==> config.mk <==
export PLATFORM = sky130hd
export DESIGN_NAME = cdb_arbiter_flat
export DESIGN_NICKNAME = d
export VERILOG_FILES = /design/src/rtl/cdb_arbiter_if.sv /design/src/rtl/cdb_arbiter.sv /design/src/flat_wrapper.sv
export SDC_FILE = /design/constraint.sdc
export NUM_CORES = 1
export LEC_CHECK = 0
export BUFFER_PORTS_ARGS = -buffer_cell sky130_fd_sc_hd__buf_4
export CAP_MARGIN = 20
export CORE_UTILIZATION = 43
export CTS_CLUSTER_SIZE = 12
export DETAILED_ROUTE_END_ITERATION = 8
export PLACE_DENSITY_LB_ADDON = 0.05
export SETUP_SLACK_MARGIN = 0.5
export SYNTH_ARGS = -nofsm -noshare
export SYNTH_HDL_FRONTEND = slang
export SYNTH_SLANG_ARGS = --single-unit
==> constraint.sdc <==
create_clock -name clk -period 1.4 [get_ports clk]
set_input_delay 0 -clock clk [delete_from_list [all_inputs] [get_ports clk]]
set_output_delay 0 -clock clk [all_outputs]
set_load 0.005 [all_outputs]
==> src/rtl/cdb_arbiter_if.sv <==
// Handshake bundle between result producers, the CDB arbiter and
// the broadcast consumers (ROB / reservation stations).
interface cdb_arbiter_if #(
  parameter int DATA_W = 32,
  parameter int TAG_W  = 3
);
  logic [2:0]          req_valid;
  logic [3*TAG_W-1:0]  req_tag;
  logic [3*DATA_W-1:0] req_data;
  logic [2:0]          req_ready;
  logic                cdb_stall;
  logic                flush;
  logic                cdb_valid;
  logic [TAG_W-1:0]    cdb_tag;
  logic [DATA_W-1:0]   cdb_data;
  logic [1:0]          cdb_src;

  modport master (
    output req_valid, req_tag, req_data,
    output cdb_stall, flush,
    input  req_ready,
    input  cdb_valid, cdb_tag, cdb_data, cdb_src
  );

  modport slave (
    input  req_valid, req_tag, req_data,
    input  cdb_stall, flush,
    output req_ready,
    output cdb_valid, cdb_tag, cdb_data, cdb_src
  );
endinterface

==> src/rtl/cdb_arbiter.sv <==
// Three-way common data bus arbiter with one registered broadcast slot.
// Define CDB_RR_EN for round-robin; default is fixed priority 0 > 1 > 2.
module cdb_arbiter #(
  parameter int DATA_W = 32,
  parameter int TAG_W  = 3
) (
  input logic          clk,
  input logic          rst,
  cdb_arbiter_if.slave bus
);

  logic              valid_q, valid_d;
  logic [TAG_W-1:0]  tag_q, tag_d;
  logic [DATA_W-1:0] data_q, data_d;
  logic [1:0]        src_q, src_d;

  logic       slot_free;
  logic       can_grant;
  logic       xfer;
  logic [2:0] gnt;
  logic [1:0] gidx;
  logic [1:0] o0, o1, o2;

  assign slot_free = !valid_q || !bus.cdb_stall;
  assign can_grant = slot_free && !bus.flush && !rst;

`ifdef CDB_RR_EN
  logic [1:0] ptr_q, ptr_d;

  // Search order rotates so the pointer index is tried first.
  assign o0 = ptr_q;
  assign o1 = (ptr_q == 2'd2) ? 2'd0 : ptr_q + 2'd1;
  assign o2 = (ptr_q == 2'd0) ? 2'd2 : ptr_q - 2'd1;

  assign ptr_d = !xfer ? ptr_q :
                 (gidx == 2'd2) ? 2'd0 : gidx + 2'd1;

  always_ff @(posedge clk) begin
    if (rst) ptr_q <= 2'd0;
    else     ptr_q <= ptr_d;
  end
`else
  assign o0 = 2'd0;
  assign o1 = 2'd1;
  assign o2 = 2'd2;
`endif

  always_comb begin
    gnt  = 3'b000;
    gidx = o0;
    if (can_grant) begin
      if (bus.req_valid[o0]) begin
        gnt[o0] = 1'b1;
        gidx    = o0;
      end else if (bus.req_valid[o1]) begin
        gnt[o1] = 1'b1;
        gidx    = o1;
      end else if (bus.req_valid[o2]) begin
        gnt[o2] = 1'b1;
        gidx    = o2;
      end
    end
  end

  assign xfer = |gnt;

  always_comb begin
    valid_d = valid_q;
    tag_d   = tag_q;
    data_d  = data_q;
    src_d   = src_q;
    if (bus.flush) begin
      valid_d = 1'b0;
    end else if (xfer) begin
      valid_d = 1'b1;
      tag_d   = bus.req_tag[int'(gidx)*TAG_W +: TAG_W];
      data_d  = bus.req_data[int'(gidx)*DATA_W +: DATA_W];
      src_d   = gidx;
    end else if (!bus.cdb_stall) begin
      valid_d = 1'b0;
    end
  end

  always_ff @(posedge clk) begin
    if (rst) begin
      valid_q <= 1'b0;
      tag_q   <= '0;
      data_q  <= '0;
      src_q   <= 2'd0;
    end else begin
      valid_q <= valid_d;
      tag_q   <= tag_d;
      data_q  <= data_d;
      src_q   <= src_d;
    end
  end

  assign bus.req_ready = gnt;
  assign bus.cdb_valid = valid_q;
  assign bus.cdb_tag   = tag_q;
  assign bus.cdb_data  = data_q;
  assign bus.cdb_src   = src_q;

endmodule

==> src/flat_wrapper.sv <==
// flat-port wrapper written by rule: the top's interface ports become plain ports
module cdb_arbiter_flat 
#(
  parameter int DATA_W = 32,
  parameter int TAG_W  = 3
)
  (clk, rst, bus_req_valid, bus_req_tag, bus_req_data, bus_cdb_stall, bus_flush, bus_req_ready, bus_cdb_valid, bus_cdb_tag, bus_cdb_data, bus_cdb_src);
  cdb_arbiter_if #(.DATA_W(DATA_W), .TAG_W(TAG_W)) bus_i ();
  input logic clk;
  input logic rst;
  input wire logic [$bits(bus_i.req_valid)-1:0] bus_req_valid;
  input wire logic [$bits(bus_i.req_tag)-1:0] bus_req_tag;
  input wire logic [$bits(bus_i.req_data)-1:0] bus_req_data;
  input wire logic [$bits(bus_i.cdb_stall)-1:0] bus_cdb_stall;
  input wire logic [$bits(bus_i.flush)-1:0] bus_flush;
  output wire logic [$bits(bus_i.req_ready)-1:0] bus_req_ready;
  output wire logic [$bits(bus_i.cdb_valid)-1:0] bus_cdb_valid;
  output wire logic [$bits(bus_i.cdb_tag)-1:0] bus_cdb_tag;
  output wire logic [$bits(bus_i.cdb_data)-1:0] bus_cdb_data;
  output wire logic [$bits(bus_i.cdb_src)-1:0] bus_cdb_src;
  assign bus_i.req_valid = bus_req_valid;
  assign bus_i.req_tag = bus_req_tag;
  assign bus_i.req_data = bus_req_data;
  assign bus_i.cdb_stall = bus_cdb_stall;
  assign bus_i.flush = bus_flush;
  assign bus_req_ready = bus_i.req_ready;
  assign bus_cdb_valid = bus_i.cdb_valid;
  assign bus_cdb_tag = bus_i.cdb_tag;
  assign bus_cdb_data = bus_i.cdb_data;
  assign bus_cdb_src = bus_i.cdb_src;
  cdb_arbiter #(.DATA_W(DATA_W), .TAG_W(TAG_W)) u_core (.clk(clk), .rst(rst), .bus(bus_i));
endmodule
==> qor.csv, run 1 <==
stage;metric;value;unit
min_path;hold_class;primary input to flip-flop;
cells_and_area;layout-drive-gt1-share;51.12;%
cells_and_area;n_antenna_cell;0;
global_route;grt_pass1_vias;2774;
worst_setup_path;start_kind;flip-flop;
power_and_ir_drop;power.share.clock;29.4;%
cts;cts_tree;built;
drt;dr.pass1.iters;4;
global_route;grt_usage;26.57;%
status;outcome;complete, no violations;
flow_run;cap_violations;0;
synthesis;synth_area_leader_cell;dfxtp_1;
sta;timing.fmax;0.7195;GHz
sta;fin_worst_skew;0.005871;ns
synthesis;synthAdderAreaFrac;0;%
power_and_ir_drop;p_int;0.002192;W
cts;clock_sinks;38;
synthesis;synth_area;2461;sq um
floorplan;rows;27;
drt;first_iter_violations;160;
drt;drt_wl_total;8111;um
power_and_ir_drop;vdd_drop_max;0.5195;mV
sta;period_share;99.28;%
floorplan;die_h;77.66;um
sta;hold_viol_final;0;
synthesis;synth_compound_area_share;27.15;%
synthesis;synthFlopType;dfxtp_1;
sta;fin_crit;1.390;ns
global_route;antenna_found_initial;0;
global_route;grt_max_degree;43;
place;place_area;3615;sq um
sta;setup_viol;0;
power_and_ir_drop;switching_share;27.26;%
floorplan;start_util;44.69;%
cts;clkTransAtPathRegs;0.07;ns
worst_setup_path;end_kind;output pin;
cts;htreeDepth;2;
worst_setup_path;cp_max_fo;5;
synthesis;postSynthCellCount;297;
synthesis;synth_edf_count;0;
synthesis;synth_xor_area_share;0;%
floorplan;die_area;6030;sq um
global_route;grt-ovfl-total;0;
place;io_buffers;152;
synthesis;yosysUniqueCellTypes;21;
power_and_ir_drop;power_density;754.0;nW/um^2
synthesis;seq_area_frac_synth;30.91;%
cts;cts_made_buffers;5;
cts;root_buffer;clkbuf_8;
global_route;grt_pass1_wl;13030;um
synthesis;synth.area.top_cells;dfxtp_1 (31%), o311a_1 (14%), nor3b_1 (11%);
worst_setup_path;required;1.40;ns
synthesis;synth_warnings;0;
drt;vias_per_cell;5.438;
drt;drc;0;
drt;ant_nets;0;
sta;tns;0;ns
synthesis;synth_top_family_by_area;simple AND/OR/NAND/NOR gates;
sta;tightest_slew;0.4737;ns
synthesis;synth_nets;409;
synthesis;syn_area_per_cell;8.287;sq um
synthesis;ys_ff_latch;38;
sta;rsz0062_at_grt;yes;
synthesis;muxShareOfSynthArea;0;%
floorplan;die_w;77.66;um
cts;clock_latency;0.29;ns
cells_and_area;stdcell_area;3996;sq um
sta;slew_headroom;68.42;%
synthesis;synth_common_cells;dfxtp_1 (38), nand2_1 (38), nor3_1 (36);
synthesis;synth-simple-area-share;33.96;%
floorplan;io_pins;153;
worst_setup_path;crit_arrival;1.39;ns
drt;wire_per_inst;15.60;um
power_and_ir_drop;switchingPower;0.0008215;W
cells_and_area;areaGrowthSynthToFinish;62.38;%
power_and_ir_drop;leakage;1.845;nW
worst_setup_path;critical_path_class;flip-flop to output pin;
power_and_ir_drop;p_comb_share;30.5;%
synthesis;synthArstFlopShare;0;%
drt;vias;2828;
place;detailed_place_hpwl;5072;um
place;gp_congestion;0.7344;
cells_and_area;fin_nets;559;
cts;clockBufferDepth;2;
sta;slew_viol_final;0;
power_and_ir_drop;seqPwrFrac;40.1;%
synthesis;synth_top_area_share;30.91;%
floorplan;coreArea;5507;sq um
==> metal layers <==
metal  GRT usage, %  vias to the layer above  share of wire (%)
li1               -                     1381                  -
met1          31.17                     1329                 42
met2          47.79                      105                 49
met3          6.588                       13                6.9
met4          6.792                        0                1.9
met5              0                        -                  0
==> cell usage in the layout (no fill, tap or decap), types with 2 or more instances in the layout <==
master,netlist,final
a21oi_1,7,7
buf_4,3,167
buf_6,5,4
clkbuf_16,0,2
clkbuf_8,0,8
nor3b_1,35,35
nor3_1,36,27
a21oi_2,29,29
nor2b_1,35,35
dfxtp_1,38,37
nand2_1,38,37
o311a_1,35,35
buf_16,0,3
nor3_2,0,9
==> path summary, 6_finish.rpt <==
path | from | endpoint | slack, ns | cells after the start
hold / removal | bus_cdb_stall | u_core.bus.cdb_valid | 0.04 | 3
setup reg to reg | u_core.bus.cdb_valid | u_core.bus.cdb_src[0] | 0.04 | 7
setup / recovery | u_core.bus.cdb_valid | bus_req_ready[1] | 0.01 | 5
hold reg to reg | u_core.bus.cdb_src[1] | u_core.bus.cdb_src[1] | 0.48 | 2
==> cells by family after synthesis <==
kind of cell / count (synthesis)
flops: 38
compound gates: 74
simple gates: 149
buf+inv: 36
==> power groups by stage <==
stage / Combinational, W / Sequential, W / Clock [W]
5_1_grt: 0.000995 / 0.00122 / 0.000952
3_5_place_dp: 0.000820 / 0.00123 / 0
4_1_cts: 0.000880 / 0.00121 / 0.000894
3_3_place_gp: 0.000809 / 0.00123 / 0
2_1_floorplan: 0.000394 / 0.00123 / 0
6_report: 0.000918 / 0.00121 / 0.000887
==> area by class of cell <==
cell class,count,area (sq um)
Sequential cell,38,762.0
Multi-Input combinational cell,223,1569
Clock buffer,8,110.1
Inverter,1,3.754
Timing Repair Buffer,178,1461
Tap cell,72,90.09
Fill cell,474,1510
==> metrics by stage <==
step,setup slack [ns],hold slack [ns],total power (W),std cells,util (%)
2_1_floorplan,0.2347,0.07184,0.001628,297,-
3_3_place_gp,0.08702,0.1950,0.002037,498,65.64
3_5_place_dp,0.04204,0.1996,0.002051,498,65.64
4_1_cts,0.004965,0.04373,0.002980,516,70.37
5_1_grt,-0.03062,0.07598,0.003165,520,72.57
6_report,0.01014,0.04270,0.003013,520,72.57
==> state kept, by name, indices dropped and copies added, names as in the netlist <==
signal,flops
u_core.bus.cdb_tag,3
u_core.bus.cdb_data,32
u_core.bus.cdb_src,2
u_core.bus.cdb_valid,1
==> repair_timing <==
action / 4_1_cts / 5_1_grt
cloned: 3 / 2
pin swaps: 1 / 1
setup buffers: 6 / 2
gates resized for setup: 4 / 13
setup endpoints to repair: 40 / 41
hold buffers: 1 / 0
endpoints found under the hold margin: 1 / 0
==> critical path, stage by stage, from the launching register on <==
cell,delay [ns]
dfxtp_2,0.34
a211oi_4,0.21
buf_6,0.16
buf_12,0.11
and3b_1,0.17
buf_4,0.12
(Power assumes the default switching activity.)
==> inputs of run 2 (changes only) <==
- PLACE_DENSITY_LB_ADDON: 0.05 -> 0.3
- SLEW_MARGIN: not set -> 20
==> run 2 against run 1 <==
The run now ends with setup timing left. Critical endpoint is now u_core.bus.cdb_data[2]. Cell count rose by 0.77%. First-iteration DRC count down 32%. Highest routed layer unchanged. Design area rose by 1.5%. Largest cell class unchanged. Sequential power about the same.
==> qor.csv, run 2 (same netlist as run 1, synthesis figures left out) <==
stage;metric;value;unit;change
status;outcome;complete, but fails checks;;
status;failed_checks;setup timing;;
worst_setup_path;required;1.56;ns;+0.16 ns
drt;drc;0;;unchanged
cells_and_area;largest_reg_flops;32;;unchanged
sta;finalWorstSetupSlack;-0.02239;ns;-0.03253 ns
worst_setup_path;reg2reg_slack;-0.02;ns;-0.06 ns
sta;hold_viol_final;0;;unchanged
cts;clockBufferDepth;2;;unchanged
global_route;antenna_found_initial;0;;unchanged
sta;timing.fmax;0.7030;GHz;-2.3%
cells_and_area;final_common_cell;buf_4;;
floorplan;die_area;6030;sq um;unchanged
sta;fin_crit;1.422;ns;+0.03253 ns
global_route;grt_max_degree;38;;-12%
drt;dr.pass1.iters;4;;unchanged
place;dp_slack;0.06135;ns;+0.01931 ns
power_and_ir_drop;power_density;717.7;nW/um^2;-4.8%
power_and_ir_drop;leakage;1.864;nW;+1.0%
global_route;grt_usage;27.68;%;+1.1 points
worst_setup_path;crit_arrival;1.58;ns;+0.19 ns
floorplan;io_pins;153;;unchanged
floorplan;start_util;44.69;%;unchanged
sta;rsz0062_at_grt;yes;;
sta;slew_headroom;70.22;%;+1.8 points
cells_and_area;n_antenna_cell;0;;unchanged
place;gp_congestion;0.7623;;+3.8%
drt;vias;2848;;+0.71%
worst_setup_path;cp_max_fo;6;;+1
cts;root_buffer;clkbuf_8;;
flow_run;cap_violations;0;;unchanged
cts;cts_tree;built;;
global_route;grt_pass1_vias;2759;;-0.54%
global_route;grt-ovfl-total;0;;unchanged
floorplan;coreArea;5507;sq um;unchanged
worst_setup_path;start_kind;flip-flop;;
sta;slew_viol_final;0;;unchanged
worst_setup_path;timing.rr.end;u_core.bus.cdb_data[2];;
floorplan;die_w;77.66;um;unchanged
power_and_ir_drop;switchingPower;0.0008069;W;-1.8%
min_path;holdPathStages;3;;unchanged
power_and_ir_drop;p_comb_share;32.5;%;+2.0 points
cells_and_area;fin_nets;565;;+1.1%
cts;clkTransAtPathRegs;0.07;ns;about the same
drt;drt_wl_total;8258;um;+1.8%
power_and_ir_drop;vdd_drop_max;0.4970;mV;-4.3%
place;detailed_place_hpwl;5326;um;+5.0%
min_path;min-delay-start;bus_cdb_stall;;
power_and_ir_drop;power.share.clock;25.8;%;-3.6 points
cts;clock_latency;0.29;ns;about the same
sta;setup_viol;8;;+8
global_route;grt_pass1_wl;13300;um;+2.0%
cells_and_area;layout_common_cells;buf_4 (167), dfxtp_1 (37), nand2_1 (36);;
min_path;holdPathEnd;u_core.bus.cdb_valid;;
floorplan;rows;27;;unchanged
worst_setup_path;rr_startpoint;u_core.bus.cdb_valid;;
worst_setup_path;r2r_cells;7;;unchanged
cts;htreeDepth;2;;unchanged
drt;wire_per_inst;15.76;um;+1.0%
drt;first_iter_violations;109;;-32%
power_and_ir_drop;p_int;0.002103;W;-4.0%
worst_setup_path;critical_path_class;flip-flop to flip-flop;;
cts;cts_made_buffers;5;;unchanged
floorplan;die_h;77.66;um;unchanged
drt;vias_per_cell;5.435;;about the same
power_and_ir_drop;seqPwrFrac;41.6;%;+1.5 points
worst_setup_path;end_kind;flip-flop;;
sta;fin_worst_skew;0.004598;ns;-0.001273 ns
drt;ant_nets;0;;unchanged
place;io_buffers;152;;unchanged
cells_and_area;areaGrowthSynthToFinish;64.77;%;
cells_and_area;layout-drive-gt1-share;51.99;%;+0.88 points
power_and_ir_drop;power;0.002910;W;-3.4%
cts;clock_sinks;38;;unchanged
min_path;hold_class;primary input to flip-flop;;
power_and_ir_drop;switching_share;27.73;%;+0.47 points
sta;tightest_slew;0.4467;ns;-0.02701 ns
sta;period_share;101.6;%;+2.3 points
[run 2: changes by cell type in the layout (fill, tap and decap cells not counted), moves of 2 or more]
cell      before  now
buf_6          4    7
buf_8          0    2
clkbuf_8       8    6
nor3_1        27   32
nor3_2         9    4
[run 2: layout make-up]
class | instances | area (sq um)
sequential | 38 | 762.0
tap | 72 | 90.09
fill | 457 | 1451
multi-input combinational | 223 | 1569
timing repair buffer | 184 | 1548
clock buffer | 6 | 82.58
inverter | 1 | 3.754
[run 2: worst max-delay path, stage by stage (launching register included)]
cell,delay (ns)
dfxtp_2,0.34
a211oi_4,0.22
buf_4,0.16
buf_6,0.10
buf_8,0.12
clkbuf_16,0.14
o311a_1,0.15
nor3_1,0.05
[run 2: worst max path at each step]
stage                          from                      end  slack [ns]  depth (start not counted)
5_1_grt        u_core.bus.cdb_valid  u_core.bus.cdb_data[11]        -0.1                          7
3_5_place_dp   u_core.bus.cdb_valid   u_core.bus.cdb_data[7]        0.06                          5
2_1_floorplan  u_core.bus.cdb_valid   u_core.bus.cdb_data[0]        0.23                          5
4_1_cts        u_core.bus.cdb_valid         bus_req_ready[0]      -0.008                          6
3_3_place_gp   u_core.bus.cdb_valid   u_core.bus.cdb_data[7]        0.12                          5
6_report       u_core.bus.cdb_valid   u_core.bus.cdb_data[2]       -0.02                          7
[run 2: metal layers]
metal / vias to the layer above / GRT usage [%] / routed length (um)
met2: 105 / 47.88 / 4217
met1: 1340 / 33.53 / 3263
met3: 11 / 6.471 / 646
met4: 0 / 9.057 / 131
met5: - / 0 / 0
li1: 1392 / - / -
[run 2: power by group through the flow]
stage	Sequential, W	Combinational [W]	Clock [W]
floorplan	0.00123	0.000394	0
global placement	0.00123	0.000809	0
detailed placement	0.00123	0.000826	0
CTS	0.00121	0.000923	0.000760
global route	0.00122	0.00103	0.000804
finish	0.00121	0.000947	0.000751
[run 2: per-stage QoR]
stage	instance area, sq um	TNS, ns	hold slack (ns)	utilization (%)	std cells
after CTS	3986	-0.008338	0.04133	72.39	522
after detailed placement	3642	0	0.2001	66.14	500
after floorplan	2491	0	0.07184	-	297
final	4055	-0.06984	0.03641	73.64	524
after global routing	4055	-2.029	0.05850	73.64	524
after global placement	3642	0	0.1938	66.14	500
[run 2: what timing repair did]
item,4_1_cts,5_1_grt
gates resized for setup,19,8
setup buffers,11,1
endpoints found under the setup margin,40,41
cloned,4,1
hold buffers,1,0
endpoints found under the hold margin,1,0
pin swaps,2,7
==> inputs of run 3 (changes only) <==
- RECOVER_POWER: not set -> 100
- SETUP_SLACK_MARGIN: 0.5 -> 0.4
==> run 3 against run 2 <==
The run still ends with setup timing left. Largest power group unchanged. Hold slack got worse by 0.0014 ns. Sequential share of layout area up 0.17 points. Clock skew barely moved.
==> qor.csv, run 3 (same netlist as run 1, synthesis figures left out) <==
stage;metric;value;unit;change
cells_and_area;stdcell_area;4019;sq um;-0.89%
power_and_ir_drop;power;0.002887;W;-0.79%
cells_and_area;multiInputGateArea;1569;sq um;unchanged
cts;clock_sinks;38;;unchanged
floorplan;start_util;44.69;%;unchanged
sta;slew_headroom;70.67;%;+0.45 points
power_and_ir_drop;switching_share;27.80;%;+0.077 points
cells_and_area;areaGrowthSynthToFinish;63.29;%;
power_and_ir_drop;power_density;718.4;nW/um^2;+0.11%
min_path;hold_class;primary input to flip-flop;;
worst_setup_path;crit_arrival;1.58;ns;about the same
global_route;grt_pass1_vias;2759;;unchanged
place;io_buffers;152;;unchanged
drt;dr.pass1.iters;4;;unchanged
sta;period_share;101.3;%;-0.28 points
power_and_ir_drop;vdd_drop_max;0.4951;mV;-0.37%
sta;hold_viol_final;0;;unchanged
cts;clkTransAtPathRegs;0.07;ns;about the same
worst_setup_path;start_kind;flip-flop;;
drt;ant_nets;0;;unchanged
drt;vias;2890;;+1.5%
sta;tns;-0.04237;ns;+0.02747 ns
power_and_ir_drop;p_comb_share;32.2;%;-0.3 points
global_route;grt_usage;27.68;%;unchanged
cells_and_area;layout_common_cells;buf_4 (129), dfxtp_1 (37), nand2_1 (36);;
sta;timing.fmax;0.7050;GHz;+0.27%
cells_and_area;fillCellCount;464;;+1.5%
drt;wire_per_inst;15.78;um;+0.13%
cts;root_buffer;clkbuf_8;;
cts;htreeDepth;2;;unchanged
power_and_ir_drop;switchingPower;0.0008028;W;-0.51%
power_and_ir_drop;seqPwrFrac;41.9;%;+0.3 points
sta;slew_viol_final;0;;unchanged
cts;cts_tree;built;;
worst_setup_path;end_kind;flip-flop;;
cells_and_area;n_antenna_cell;0;;unchanged
cells_and_area;final_common_cell;buf_4;;
worst_setup_path;critical_path_class;flip-flop to flip-flop;;
global_route;antenna_found_initial;0;;unchanged
min_path;min-delay-start;bus_cdb_stall;;
floorplan;io_pins;153;;unchanged
cts;clockBufferDepth;2;;unchanged
floorplan;die_area;6030;sq um;unchanged
sta;fin_worst_skew;0.004539;ns;-0.00005923 ns
drt;drc;0;;unchanged
sta;setup_viol;6;;-2
worst_setup_path;required;1.56;ns;about the same
global_route;grt_max_degree;38;;unchanged
cts;cts_made_buffers;5;;unchanged
status;failed_checks;setup timing;;
drt;vias_per_cell;5.515;;+1.5%
cells_and_area;fin_nets;565;;unchanged
power_and_ir_drop;power.share.clock;25.9;%;about the same
flow_run;cap_violations;0;;unchanged
global_route;grt-ovfl-total;0;;unchanged
worst_setup_path;rr_startpoint;u_core.bus.cdb_valid;;
place;gp_congestion;0.7623;;unchanged
cells_and_area;regArea;762.0;sq um;unchanged
floorplan;die_h;77.66;um;unchanged
drt;first_iter_violations;125;;+15%
sta;fin_crit;1.419;ns;-0.003865 ns
cts;clock_latency;0.29;ns;about the same
power_and_ir_drop;p_int;0.002085;W;-0.89%
sta;finalWorstSetupSlack;-0.01853;ns;+0.003865 ns
place;place_area;3642;sq um;unchanged
cells_and_area;layout-drive-gt1-share;50.00;%;-2.0 points
floorplan;coreArea;5507;sq um;unchanged
drt;drt_wl_total;8269;um;+0.13%
power_and_ir_drop;leakage;1.813;nW;-2.7%
worst_setup_path;crit_start;u_core.bus.cdb_valid;;
sta;tightest_slew;0.4400;ns;-0.006720 ns
status;outcome;complete, but fails checks;;
worst_setup_path;cp_max_fo;6;;unchanged
place;detailed_place_hpwl;5326;um;unchanged
global_route;grt_pass1_wl;13300;um;unchanged
sta;rsz0062_at_grt;yes;;
floorplan;rows;27;;unchanged
floorplan;die_w;77.66;um;unchanged
cells_and_area;largest_reg_flops;32;;unchanged
-- run 3: cell types whose count changed in the layout (fill, tap and decap cells not counted) --
cell	change
buf_4	-38
clkbuf_4	+28
clkbuf_2	+1
clkbuf_1	+9
-- run 3: worst paths after layout --
check | end | slack (ns) | cells after the start
worst min register to register | u_core.bus.cdb_src[1] | 0.48 | 2
worst max-delay path | u_core.bus.cdb_data[2] | -0.02 | 7
worst min-delay path | u_core.bus.cdb_valid | 0.04 | 3
worst max register to register | u_core.bus.cdb_data[2] | -0.02 | 7
-- run 3: per-layer routing --
layer | up-vias | GRT usage, % | part of all wire, %
met3 | 9 | 6.471 | 8.7
met2 | 122 | 47.88 | 51
met5 | - | 0 | 0
li1 | 1394 | - | -
met1 | 1365 | 33.53 | 39
met4 | 0 | 9.057 | 1.5
-- run 3: cell type report --
type,count,area share (%)
clock buffers,6,2.055
multi-input cells,223,39.04
inverters,1,0.09340
well taps,72,2.242
flip-flops and latches,38,18.96
repair buffers,184,37.61
-- run 3: critical path, stage by stage, from the launching register on --
cell and delay, ns:
dfxtp_2 0.34, a211oi_4 0.22, buf_4 0.16, buf_6 0.10, buf_8 0.12, clkbuf_16 0.14, o311a_1 0.15, nor3_1 0.05
-- run 3: through the flow --
stage,instances,setup WS [ns],util (%),hold WS (ns)
after global routing,524,-0.1065,72.98,0.05850
after global placement,500,0.1151,66.14,0.1938
final,524,-0.01853,72.98,0.03505
after CTS,522,-0.008338,72.39,0.04133
after floorplan,297,0.2347,-,0.07184
after detailed placement,500,0.06135,66.14,0.2001
-- run 3: power by group through the flow --
stage	Combinational, W	Clock [W]	Sequential, W
after CTS	0.000923	0.000760	0.00121
after floorplan	0.000394	0	0.00123
after global placement	0.000809	0	0.00123
after detailed placement	0.000826	0	0.00123
final	0.000929	0.000748	0.00121
after global routing	0.00101	0.000804	0.00122
-- run 3: timing repair --
action                     CTS  global route
gates resized for setup     19             8
pin swaps                    2             7
cloned                       4             1
hold endpoints to repair     1             0
buffers inserted            11             1
hold buffers                 1             0
setup endpoints to repair   40            40
